<file path="config.mk">
export PLATFORM = sky130hd
export DESIGN_NAME = fpu
export DESIGN_NICKNAME = d
export VERILOG_FILES = /design/src/rtl/fpu.sv
export SDC_FILE = /design/constraint.sdc
export NUM_CORES = 1
export LEC_CHECK = 0
export CORE_MARGIN = 3
export CORE_UTILIZATION = 35
export CTS_BUF_LIST = sky130_fd_sc_hd__clkbuf_2
export DETAILED_ROUTE_END_ITERATION = 6
export HOLD_SLACK_MARGIN = 0.05
export MAX_ROUTING_LAYER = met4
export PLACE_DENSITY = 0.49
export SLEW_MARGIN = 20
export SYNTH_ARGS = -nofsm -noshare
export SYNTH_HDL_FRONTEND = slang
export SYNTH_SLANG_ARGS = --single-unit
</file>
<file path="constraint.sdc">
create_clock -name clock -period 31.2 [get_ports clock]
set_clock_uncertainty 0.1 [all_clocks]
set_input_delay 4.68 -clock clock [delete_from_list [all_inputs] [get_ports clock]]
set_output_delay 4.68 -clock clock [all_outputs]
set_load 0.05 [all_outputs]
</file>
<file path="src/rtl/fpu.sv">
// fpu: multi-cycle adder for the 32-bit custom float format
//   sign[31], exp[30:25] (bias 31), frac[24:0] with hidden 1.
// Ports:
//   clock, reset            rising-edge clock, sync active-high reset
//   op_A_in, op_B_in [31:0] operands, captured in LOAD
//   data_out        [31:0]  registered sum, held in DONE
//   status_out      [3:0]   one-hot {INEXACT,UNDERFLOW,OVERFLOW,EXACT}
module fpu (
    input  logic        clock,
    input  logic        reset,
    input  logic [31:0] op_A_in,
    input  logic [31:0] op_B_in,
    output logic [31:0] data_out,
    output logic [3:0]  status_out
);

    typedef enum logic [2:0] {
        S_LOAD, S_ALIGN, S_ADD, S_NORM, S_ROUND, S_DONE
    } state_t;

    state_t state_q, state_d;

    // LOAD registers
    logic        sa_q, sb_q;
    logic [5:0]  ea_q, eb_q;
    logic [25:0] ma_q, mb_q;
    logic        uf_pend_q;

    // ALIGN registers: working word is {hidden, frac[24:0], g1, g0, sticky}
    logic        sx_q, sy_q;
    logic [5:0]  ex_q;
    logic [28:0] xw_q, yw_q;

    // ADD registers
    logic               rs_q;
    logic signed [7:0]  re_q;
    logic [29:0]        sum_q;

    // NORM registers
    logic signed [7:0]  ne_q;
    logic [28:0]        nm_q;

    // ---------------- next state ----------------
    always_comb begin
        state_d = state_q;
        unique case (state_q)
            S_LOAD:  state_d = S_ALIGN;
            S_ALIGN: state_d = S_ADD;
            S_ADD:   state_d = S_NORM;
            S_NORM:  state_d = S_ROUND;
            S_ROUND: state_d = S_DONE;
            S_DONE:  state_d = S_DONE;
            default: state_d = S_LOAD;
        endcase
    end

    always_ff @(posedge clock) begin
        if (reset) state_q <= S_LOAD;
        else       state_q <= state_d;
    end

    // ---------------- ALIGN datapath ----------------
    logic        a_ge_b;
    logic        x_s, y_s;
    logic [5:0]  x_e, y_e, dexp;
    logic [25:0] x_m, y_m;
    logic [55:0] y_sh;
    logic [28:0] y_al;

    always_comb begin
        a_ge_b = {ea_q, ma_q} >= {eb_q, mb_q};
        x_s    = a_ge_b ? sa_q : sb_q;
        y_s    = a_ge_b ? sb_q : sa_q;
        x_e    = a_ge_b ? ea_q : eb_q;
        y_e    = a_ge_b ? eb_q : ea_q;
        x_m    = a_ge_b ? ma_q : mb_q;
        y_m    = a_ge_b ? mb_q : ma_q;
        dexp   = x_e - y_e;
        // Low 28 bits of the wide shift are everything pushed past the guards
        y_sh   = {y_m, 2'b00, 28'd0} >> dexp;
        if (dexp >= 6'd28)
            y_al = {28'd0, |y_m};
        else
            y_al = {y_sh[55:28], |y_sh[27:0]};
    end

    // ---------------- ADD datapath ----------------
    logic [29:0] sum_c;

    always_comb begin
        if (sx_q == sy_q)
            sum_c = {1'b0, xw_q} + {1'b0, yw_q};
        else
            sum_c = {1'b0, xw_q} - {1'b0, yw_q};
    end

    // ---------------- NORM datapath ----------------
    logic [4:0] lzc;
    logic       found;

    always_comb begin
        lzc   = 5'd0;
        found = 1'b0;
        for (int i = 28; i >= 0; i--) begin
            if (!found) begin
                if (sum_q[i]) found = 1'b1;
                else          lzc   = lzc + 5'd1;
            end
        end
    end

    // ---------------- ROUND datapath ----------------
    logic        r_ovf, r_unf, r_inx, r_zero;
    logic [31:0] r_data;
    logic [3:0]  r_stat;

    always_comb begin
        r_zero = (nm_q == 29'd0);
        r_inx  = |nm_q[2:0];
        r_ovf  = !r_zero && (ne_q > 8'sd63);
        r_unf  = !r_zero && (ne_q < 8'sd1);
        if (r_ovf)
            r_data = {rs_q, 6'h3F, 25'd0};
        else if (r_unf)
            r_data = {rs_q, 31'd0};
        else if (r_zero)
            r_data = 32'd0;
        else
            r_data = {rs_q, ne_q[5:0], nm_q[27:3]};
        if (r_ovf)
            r_stat = 4'b0010;
        else if (r_unf || uf_pend_q)
            r_stat = 4'b0100;
        else if (r_inx)
            r_stat = 4'b1000;
        else
            r_stat = 4'b0001;
    end

    // ---------------- datapath registers ----------------
    always_ff @(posedge clock) begin
        if (reset) begin
            sa_q       <= 1'b0;
            sb_q       <= 1'b0;
            ea_q       <= 6'd0;
            eb_q       <= 6'd0;
            ma_q       <= 26'd0;
            mb_q       <= 26'd0;
            uf_pend_q  <= 1'b0;
            sx_q       <= 1'b0;
            sy_q       <= 1'b0;
            ex_q       <= 6'd0;
            xw_q       <= 29'd0;
            yw_q       <= 29'd0;
            rs_q       <= 1'b0;
            re_q       <= 8'sd0;
            sum_q      <= 30'd0;
            ne_q       <= 8'sd0;
            nm_q       <= 29'd0;
            data_out   <= 32'd0;
            status_out <= 4'd0;
        end else begin
            unique case (state_q)
                S_LOAD: begin
                    sa_q <= op_A_in[31];
                    sb_q <= op_B_in[31];
                    ea_q <= op_A_in[30:25];
                    eb_q <= op_B_in[30:25];
                    // Zero exponent flushes: no hidden bit, fraction dropped
                    ma_q <= (op_A_in[30:25] != 6'd0) ?
                            {1'b1, op_A_in[24:0]} : 26'd0;
                    mb_q <= (op_B_in[30:25] != 6'd0) ?
                            {1'b1, op_B_in[24:0]} : 26'd0;
                    uf_pend_q <=
                        ((op_A_in[30:25] == 6'd0) && (op_A_in[24:0] != 25'd0)) ||
                        ((op_B_in[30:25] == 6'd0) && (op_B_in[24:0] != 25'd0));
                end
                S_ALIGN: begin
                    sx_q <= x_s;
                    sy_q <= y_s;
                    ex_q <= x_e;
                    xw_q <= {x_m, 3'b000};
                    yw_q <= y_al;
                end
                S_ADD: begin
                    sum_q <= sum_c;
                    if (sum_c == 30'd0) begin
                        rs_q <= 1'b0;
                        re_q <= 8'sd0;
                    end else begin
                        rs_q <= sx_q;
                        re_q <= $signed({2'b00, ex_q});
                    end
                end
                S_NORM: begin
                    if (sum_q[29]) begin
                        // Carry-out: bit shifted off folds into sticky
                        nm_q <= {sum_q[29:2], sum_q[1] | sum_q[0]};
                        ne_q <= re_q + 8'sd1;
                    end else if (sum_q == 30'd0) begin
                        nm_q <= 29'd0;
                        ne_q <= 8'sd0;
                    end else begin
                        nm_q <= sum_q[28:0] << lzc;
                        ne_q <= re_q - $signed({3'b000, lzc});
                    end
                end
                S_ROUND: begin
                    data_out   <= r_data;
                    status_out <= r_stat;
                end
                S_DONE: begin
                end
                default: begin
                end
            endcase
        end
    end

endmodule

</file>
# Yosys cells after proc, flatten, opt, wreduce, memory -nomap -nowiden
# Index checks and enable logic that the tools add are counted.
# word_totals
register_bits	245
inputBits	66
word_cells	222
# op_classes
add_sub_neg	33
n_lt_le_gt_ge	4
eq_ne	6
shifts	2
mux	135
n_bitwise	1
n_reduce_logical	21
# ops
op	n
$mux 5	56
$add 5x1->5 const B	28
$mux 26	4
$mux 32	3
$mux 29	3
$logic_not 30->1	2
$mux 1	59
$shr 56x6->56	1
$reduce_bool 25->1	2
$ge 32x32->1	1
$add 29x29->30	1
$mux 30	1
$sub 29x29->30	1
$logic_not 29->1	1
$shl 29x5->29	1
$reduce_or 28->1	1
$reduce_or 26->1	1
$mux 6	3
$mux 8	2
$pmux 3 s5	1
$logic_not 6->1	2
$mux 4	3
$reduce_bool 6->1	2
$add 8x2->8 const B	1
16 further kinds	22

# Longest topological paths before layout
# Gate-level depths: netlist of the first run.
# depth
depth_word	88
depth_mapped	84
depth_no_buf	81

# Least setup slack after synthesis of the first run
# Ideal clock, no wire load.
# synth_path
path_type	reg-to-reg
startpoint	register sum_q[26]
endpoint	register ne_q[5]
setup_time_ps	65
arrival_ps	14912
setup_slack_ps	16123
path_stages_with_launch	84
path_buffers	3
synth_period_minus_slack_ps	15077
cell_sequence	dfxtp_1 clkbuf_1 nor2b_1 nor2_1 ha_1 nor3_1 nor2_1 ha_1 nand2b_1 a211o_1 nand2_1 nand2_1 ha_1 inv_1 mux2_2 ha_1 nor2_1 nor2_1 [... 48 more ...] ha_1 mux2_2 ha_1 nor2b_1 xnor2_1 nor4_1 xnor2_4 inv_6 buf_2 buf_2 ha_1 a21o_1 a21o_1 a21o_1 nand2b_1 a311oi_1 a21oi_1 nor2_1
# synth_via
elab_chain_cells	83
elab_cells_between_ends	111
classes_between	add/sub (27); mux (83); reduce/logical (1)
# synth_rtl
item	line	source
from (decl)	37	logic [29:0] sum_q;
from (signal assigned)	186	sum_q <= sum_c;
$mux 5	106	if (sum_q[i]) found = 1'b1;
$mux 5	105	if (!found) begin
$add 5x1->5	107	else lzc = lzc + 5'd1;
$mux 5	106	
$mux 5	105	
$add 5x1->5	107	
$mux 5	106	
$mux 5	105	
[... 67 more ...]	n/a	
$mux 5	106	
$mux 5	105	
$add 5x1->5	107	
$mux 5	106	
$mux 5	105	
$sub 8x6->8	205	ne_q <= re_q - $signed({3'b000, lzc});
$mux 8 *	200	end else if (sum_q == 30'd0) begin
$mux 8 *	196	if (sum_q[29]) begin
to (signal assigned)	199	ne_q <= re_q + 8'sd1;
to (signal assigned)	205	
to (decl)	40	logic signed [7:0] ne_q;
# Mark *: on every way between the ends. The rest lies on a longest branch, timed or not.
# A chain may end at the register's enable or synchronous reset.

# Worst setup path in the final report of the first run
# Same ends and word-level chain as after synthesis.

==> results of run 1 <==
-- layout make-up --
type | count | share of cell area, %
Multi-Input combinational cell | 2151 | 63.4
Sequential cell | 243 | 21.7
Timing Repair Buffer | 143 | 5.92
Tap cell | 756 | 4.22
Clock buffer | 98 | 2.19
Inverter | 110 | 1.86
Clock inverter | 24 | 0.686
Antenna cell | 1 | 0.0112
-- routing by layer --
metal	vias up	global-route usage, %
li1	9843	-
met1	9684	28.4
met2	517	39.0
met3	152	2.83
met4	0	10.7
met5	-	-
-- critical path: cells and delay by family (launching register included) --
kind                     cells  cell delay (ps)
XOR/XNOR                     2              270
flip-flops                   1              600
multiplexers                12             2500
buffers and inverters        2              560
AO/OA/AOI/OAI               24             5410
AND/OR/NAND/NOR             24             2540
adder cells (fa/ha/maj)     16             4940
-- cells in the mapped netlist (all sizes together), types with 28 or more instances --
cell,count
a211oi,55
a21o,28
a21oi,227
a22oi,51
a311oi,47
clkbuf,159
dfxtp,243
ha,117
inv,109
mux2,35
mux2i,127
nand2,333
nand3,98
nor2,326
nor2b,34
nor3,75
nor4,49
o21ai,86
xnor2,52
xor2,33
-- path summary, 6_finish.rpt --
| kind | to | from | slack (ps) |
|---|---|---|---|
| worst max-delay path | ne_q[5] | sum_q[26] | 14210 |
| worst min-delay path | re_q[0] | ex_q[0] | 360 |
| worst max register to register | ne_q[5] | sum_q[26] | 14210 |
| worst min register to register | re_q[0] | ex_q[0] | 360 |
-- state kept, by name, indices dropped and copies added (netlist names) --
register	flops
data_out	32
status_out	4
uf_pend_q	1
rs_q	1
yw_q	29
mb_q	26
ex_q	6
xw_q	26
sx_q	1
sy_q	1
sa_q	1
ne_q	8
eb_q	6
ma_q	26
state_q	3
ea_q	6
sb_q	1
nm_q	29
sum_q	30
re_q	6
-- layout by cell type, fill, tap and decap left out, types with 9 or more instances in the layout --
cell / count
a221oi_1: 15
a211o_1: 10
clkinv_1: 17
o31ai_1: 15
a21oi_1: 225
and3_1: 15
clkdlybuf4s50_1: 100
mux4_2: 12
nand4_1: 26
nor4_1: 46
o21a_1: 15
nor2_1: 322
xnor2_1: 47
inv_1: 106
a311oi_1: 45
o21ai_0: 81
o21bai_1: 9
ha_1: 117
a22oi_1: 51
mux2_2: 35
nor2b_1: 33
a31oi_1: 22
or3_1: 17
a211oi_1: 54
o211ai_1: 22
nand2_1: 330
nor3_1: 72
nand3_1: 97
nor3b_1: 10
dfxtp_1: 243
clkbuf_2: 98
xor2_1: 29
nand2b_1: 26
buf_4: 42
and2_1: 16
mux2i_1: 127
a21o_1: 28
-- stage by stage --
step           instances  hold WS, ps  instance area (sq um)
5_1_grt             3526          385                  22400
6_report            3526          360                  22400
3_5_place_dp        3403          353                  21800
2_1_floorplan       2687          325                  20200
4_1_cts             3525          367                  22400
3_3_place_gp        3403          346                  21800
-- cells by family after synthesis --
kind of cell             synth area share (%)
adder cells (fa/ha/maj)                  7.81
flip-flops                               24.1
AO/OA/AOI/OAI                            22.6
XOR/XNOR                                 5.04
buffers and inverters                    5.73
multiplexers                             9.60
AND/OR/NAND/NOR                          25.1
==> impl_metrics.yaml, run 1 <==
floorplan:
  initial_utilization_pct: 35.6
  die_w_um: 246
  die_area_sq_um: 60500
  ios: 102
  rows: 87
  die_h_um: 246
  core_sq_um: 56700
sta:
  tns_ps: 0
  tightest_slew_ps: 963
  fin_ws_ps: 14210
  fin_crit_sh_pct: 54.5
  max_freq_ghz: 0.0589
  min_period_ps: 16990
  setup_viol: 0
  maxSlewHeadroom_pct: 35.8
  hold_violations: 0
  drv_slew: 0
  rsz0062_at_grt: "no"
yosys:
  async_flop_share_pct: 0
  synth_area_leader_cell: "dfxtp_1"
  synth_cells: 2687
  synth_edf_count: 0
  synth.avg_cell_area_sq_um: 7.50
  synth_top_cell_area_share_pct: 24.1
  ys_seq_area_share_pct: 24.1
  ys_types: 108
  synth_seq_cells: 243
  ys_warn_count: 0
  syn_nets: 2872
  synth.area.top_cells: "dfxtp_1 24%, ha_1 7.3%, mux2i_1 6.3%"
  ys.flop_type: "dfxtp_1"
  syn_area_sq_um: 20200
clock_network:
  cts_buffers: 72
  cts-root-buf: "clkbuf_2"
  cts_buffer_depth: 3
  postCtsSetupRepairBufs: 0
  clk_pin_slew_ps: 100
  htreeDepth: 3
  cts.sinks: 243
  clk-insertion-delay-late_ps: 980
  post_cts_resize_count: 0
  hold_buffers: 0
  cts_tree: "yes"
global_route:
  grt_pass1_wl_um: 110000
  track_usage_pct: 23.4
  antenna_found_initial: 1
  grt_pass1_vias: 19600
  grt_overflow: 0
  grt_start_max_net_pins: 88
critical_path:
  path_class: "reg -> reg"
  crit_path_top_delay_cell: "o21a_1"
  cpMostUsedCell: "ha_1"
  r2r_cells: 80
  crit_path_start_kind: "flip-flop"
  arrival_ps: 17770
  crit_path_max_incr_delay_ps: 700
  worst-path-max-fanout: 28
  endpoint_kind: "flip-flop"
  critical_path_required_ps: 31980
routing:
  vias_per_cell: 5.73
  wl_met1_um: 30700
  firstDrtPassIters: 7
  met2_length_um: 34000
  route.vias.total: 20200
  wl_met3_um: 2660
  routedWlPerCell_um: 20.0
  wirelength_um: 70600
  drcViolationCount: 0
  drtIter0Drc: 1305
  ant_nets: 0
  routed.top_layer: "met4"
min_path:
  min_path_type: "reg -> reg"
  min_path_cells: 2
cells_and_area:
  drive_gt1_share_pct: 9.28
  syn_to_final_growth_pct: 11.2
  postLayoutCoreUtil_pct: 39.5
  layout.nets: 2906
  multi_input_area_sq_um: 14200
  fillCellCount: 6066
  seq_area_sq_um: 4860
outcome:
  status: "finished clean"
placed_design:
  dp_slack_ps: 14430
  hpwl_um: 53700
  io_buffers: 101
  place_congestion: 0.946
run:
  max-cap-violations: 0
Power of run 1 is left out: the tool's default activity adds up to more than one toggle a clock period on the data nets, which glitch-free logic cannot reach.
==> inputs of run 2 (changes only) <==
--- a/config.mk
+++ b/config.mk
@@ -11,7 +11,7 @@
 export DETAILED_ROUTE_END_ITERATION = 6
 export HOLD_SLACK_MARGIN = 0.05
 export MAX_ROUTING_LAYER = met4
-export PLACE_DENSITY = 0.49
+export PLACE_DENSITY = 0.51
 export SLEW_MARGIN = 20
 export SYNTH_ARGS = -nofsm -noshare
 export SYNTH_HDL_FRONTEND = slang
==> constraint.sdc (replaced) <==
create_clock -name clock -period 13.7 [get_ports clock]
set_clock_uncertainty 0.1 [all_clocks]
set_input_delay 2.055 -clock clock [delete_from_list [all_inputs] [get_ports clock]]
set_output_delay 2.055 -clock clock [all_outputs]
set_load 0.05 [all_outputs]
==> run 2 against run 1 <==
Worst hold slack better by 1.9 ps. Via count up 3.2%. Highest routed layer unchanged. Final area up 7.7%. Wire length up 2.6%. Flip-flop and latch count unchanged. Fmax up 21%. Core utilization up 3.0 points. Global-route usage up 0.52 points. Critical endpoint is now nm_q[16]. First-iteration DRC count up 12%. Non-clock buffer count up 127. The flow now finishes with violations (setup timing). Register-to-register slack worse by 15000 ps. Critical path depth down 2.
==> impl_metrics.yaml, run 2 (synthesis gave the netlist of run 1 again) <==
routing:
  wirelength_um: 72500
  drtIter0Drc: 1458
  route.vias.total: 20800
  routedWlPerCell_um: 19.8
  firstDrtPassIters: 5
  wl_met3_um: 3350
  ant_nets: 0
  wl_met1_um: 31600
  drcViolationCount: 0
  routed.top_layer: "met4"
  met2_length_um: 35600
  vias_per_cell: 5.70
critical_path:
  endpoint_kind: "flip-flop"
  critical_path_required_ps: 14480
  path_class: "reg -> reg"
  worst-path-max-fanout: 7
  r2r_setup_slack_ps: -370
  arrival_ps: 14860
  r2r_start: "sum_q[28]"
  r2r_cells: 78
  cpMostUsedCell: "ha_1"
  crit_path_max_incr_delay_ps: 490
  crit_path_top_delay_cell: "or4_1"
  crit_path_start_kind: "flip-flop"
  r2r_end: "nm_q[16]"
cells_and_area:
  largestRegisters: "data_out x32, sum_q x30"
  layout_commonest_cell: "nand2_1"
  drive_gt1_share_pct: 16.9
  fin_area_sq_um: 24100
  regMostFlops: "data_out"
  largest_reg_flops: 32
  mostFrequentLayoutCells: "323 x nand2_1, 314 x nor2_1, 240 x dfxtp_1"
  layout.nets: 3035
  syn_to_final_growth_pct: 19.8
placed_design:
  io_buffers: 101
  hpwl_um: 54000
  placed_area_sq_um: 22600
  dp_slack_ps: -647
  place_congestion: 0.936
floorplan:
  die_area_sq_um: 60500
  core_sq_um: 56700
  rows: 87
  die_w_um: 246
  die_h_um: 246
  ios: 102
  initial_utilization_pct: 35.6
min_path:
  hold_start: "ex_q[0]"
  worstHoldEndpoint: "re_q[0]"
  min_path_cells: 2
  min_path_type: "reg -> reg"
outcome:
  status: "finished, violations left"
  violations: "setup timing"
clock_network:
  clk-insertion-delay-late_ps: 970
  cts_tree: "yes"
  hold_buffers: 0
  cts_buffer_depth: 3
  cts.sinks: 243
  cts_buffers: 73
  htreeDepth: 3
  clk_pin_slew_ps: 120
  cts-root-buf: "clkbuf_2"
sta:
  min_period_ps: 14070
  fin_ws_ps: -370
  setup_viol: 30
  maxSlewHeadroom_pct: 29.9
  fin_crit_sh_pct: 103
  tightest_slew_ps: 1050
  drv_slew: 0
  max_freq_ghz: 0.0711
  rsz0062_at_grt: "yes"
  hold_violations: 0
global_route:
  grt_pass1_wl_um: 113000
  grt_overflow: 0
  antenna_found_initial: 2
  track_usage_pct: 23.9
  grt_pass1_vias: 20000
  grt_start_max_net_pins: 99
run:
  max-cap-violations: 0
[run 2: cell types whose count changed in the layout (fill, tap and decap cells not counted), moves of 8 or more]
cell,previous run,this run
buf_4,42,158
buf_6,1,9
ha_1,117,107
ha_4,0,10
mux2_2,35,27
mux2_4,0,8
mux2i_1,127,107
mux2i_2,0,13
nor2_1,322,314
[run 2: worst max-delay path, delay by kind of cell (launching register included)]
kind                       cells  cell delay (ps)
muxes                         14             2890
buffers and inverters          3              260
adders and majority gates     14             3610
xor gates and xnor gates       4              620
AOI/OAI and AO/OA             19             3280
and+or+nand+nor               24             3020
DFF                            1              340
[run 2: layer usage]
metal / track usage [%] / up-vias
met5: - / -
met4: 6.55 / 0
met3: 3.19 / 131
met2: 40.7 / 596
met1: 29.8 / 10000
li1: - / 10100
[run 2: per-stage QoR]
stage	util [%]	hold WS (ps)	TNS [ps]	instances
5_1_grt	42.6	405	-31570	3660
3_5_place_dp	39.9	351	-13000	3477
2_1_floorplan	-	325	-522	2687
3_3_place_gp	39.9	346	-1490	3477
4_1_cts	41.8	365	-1570	3645
6_report	42.6	361	-7830	3660
[run 2: worst max-delay path by stage]
stage	from	to	slack, ps	depth (start not counted)
floorplan	sum_q[27]	ne_q[5]	-250	84
global placement	sum_q[27]	ne_q[5]	-150	79
detailed placement	sum_q[27]	ne_q[5]	-650	81
CTS	sum_q[28]	ne_q[5]	-140	78
global route	sum_q[28]	nm_q[16]	-1060	79
finish	sum_q[28]	nm_q[16]	-370	78
[run 2: timing repair]
item,4_1_cts,5_1_grt
setup endpoints to repair,33,36
resized for setup,35,68
pin swaps,68,41
setup buffers,41,16
gates cloned,1,0
[run 2: cell type report]
type | instances | area, sq um
Fill cell | 5886 | 32600
Multi-Input combinational cell | 2151 | 14900
Sequential cell | 243 | 4870
Timing Repair Buffer | 270 | 2340
Tap cell | 756 | 946
Clock buffer | 103 | 515
Inverter | 110 | 423
Clock inverter | 24 | 128
Timing Repair inverter | 1 | 11.3
Antenna cell | 2 | 5.00
Power of run 2 is left out for the same reason.
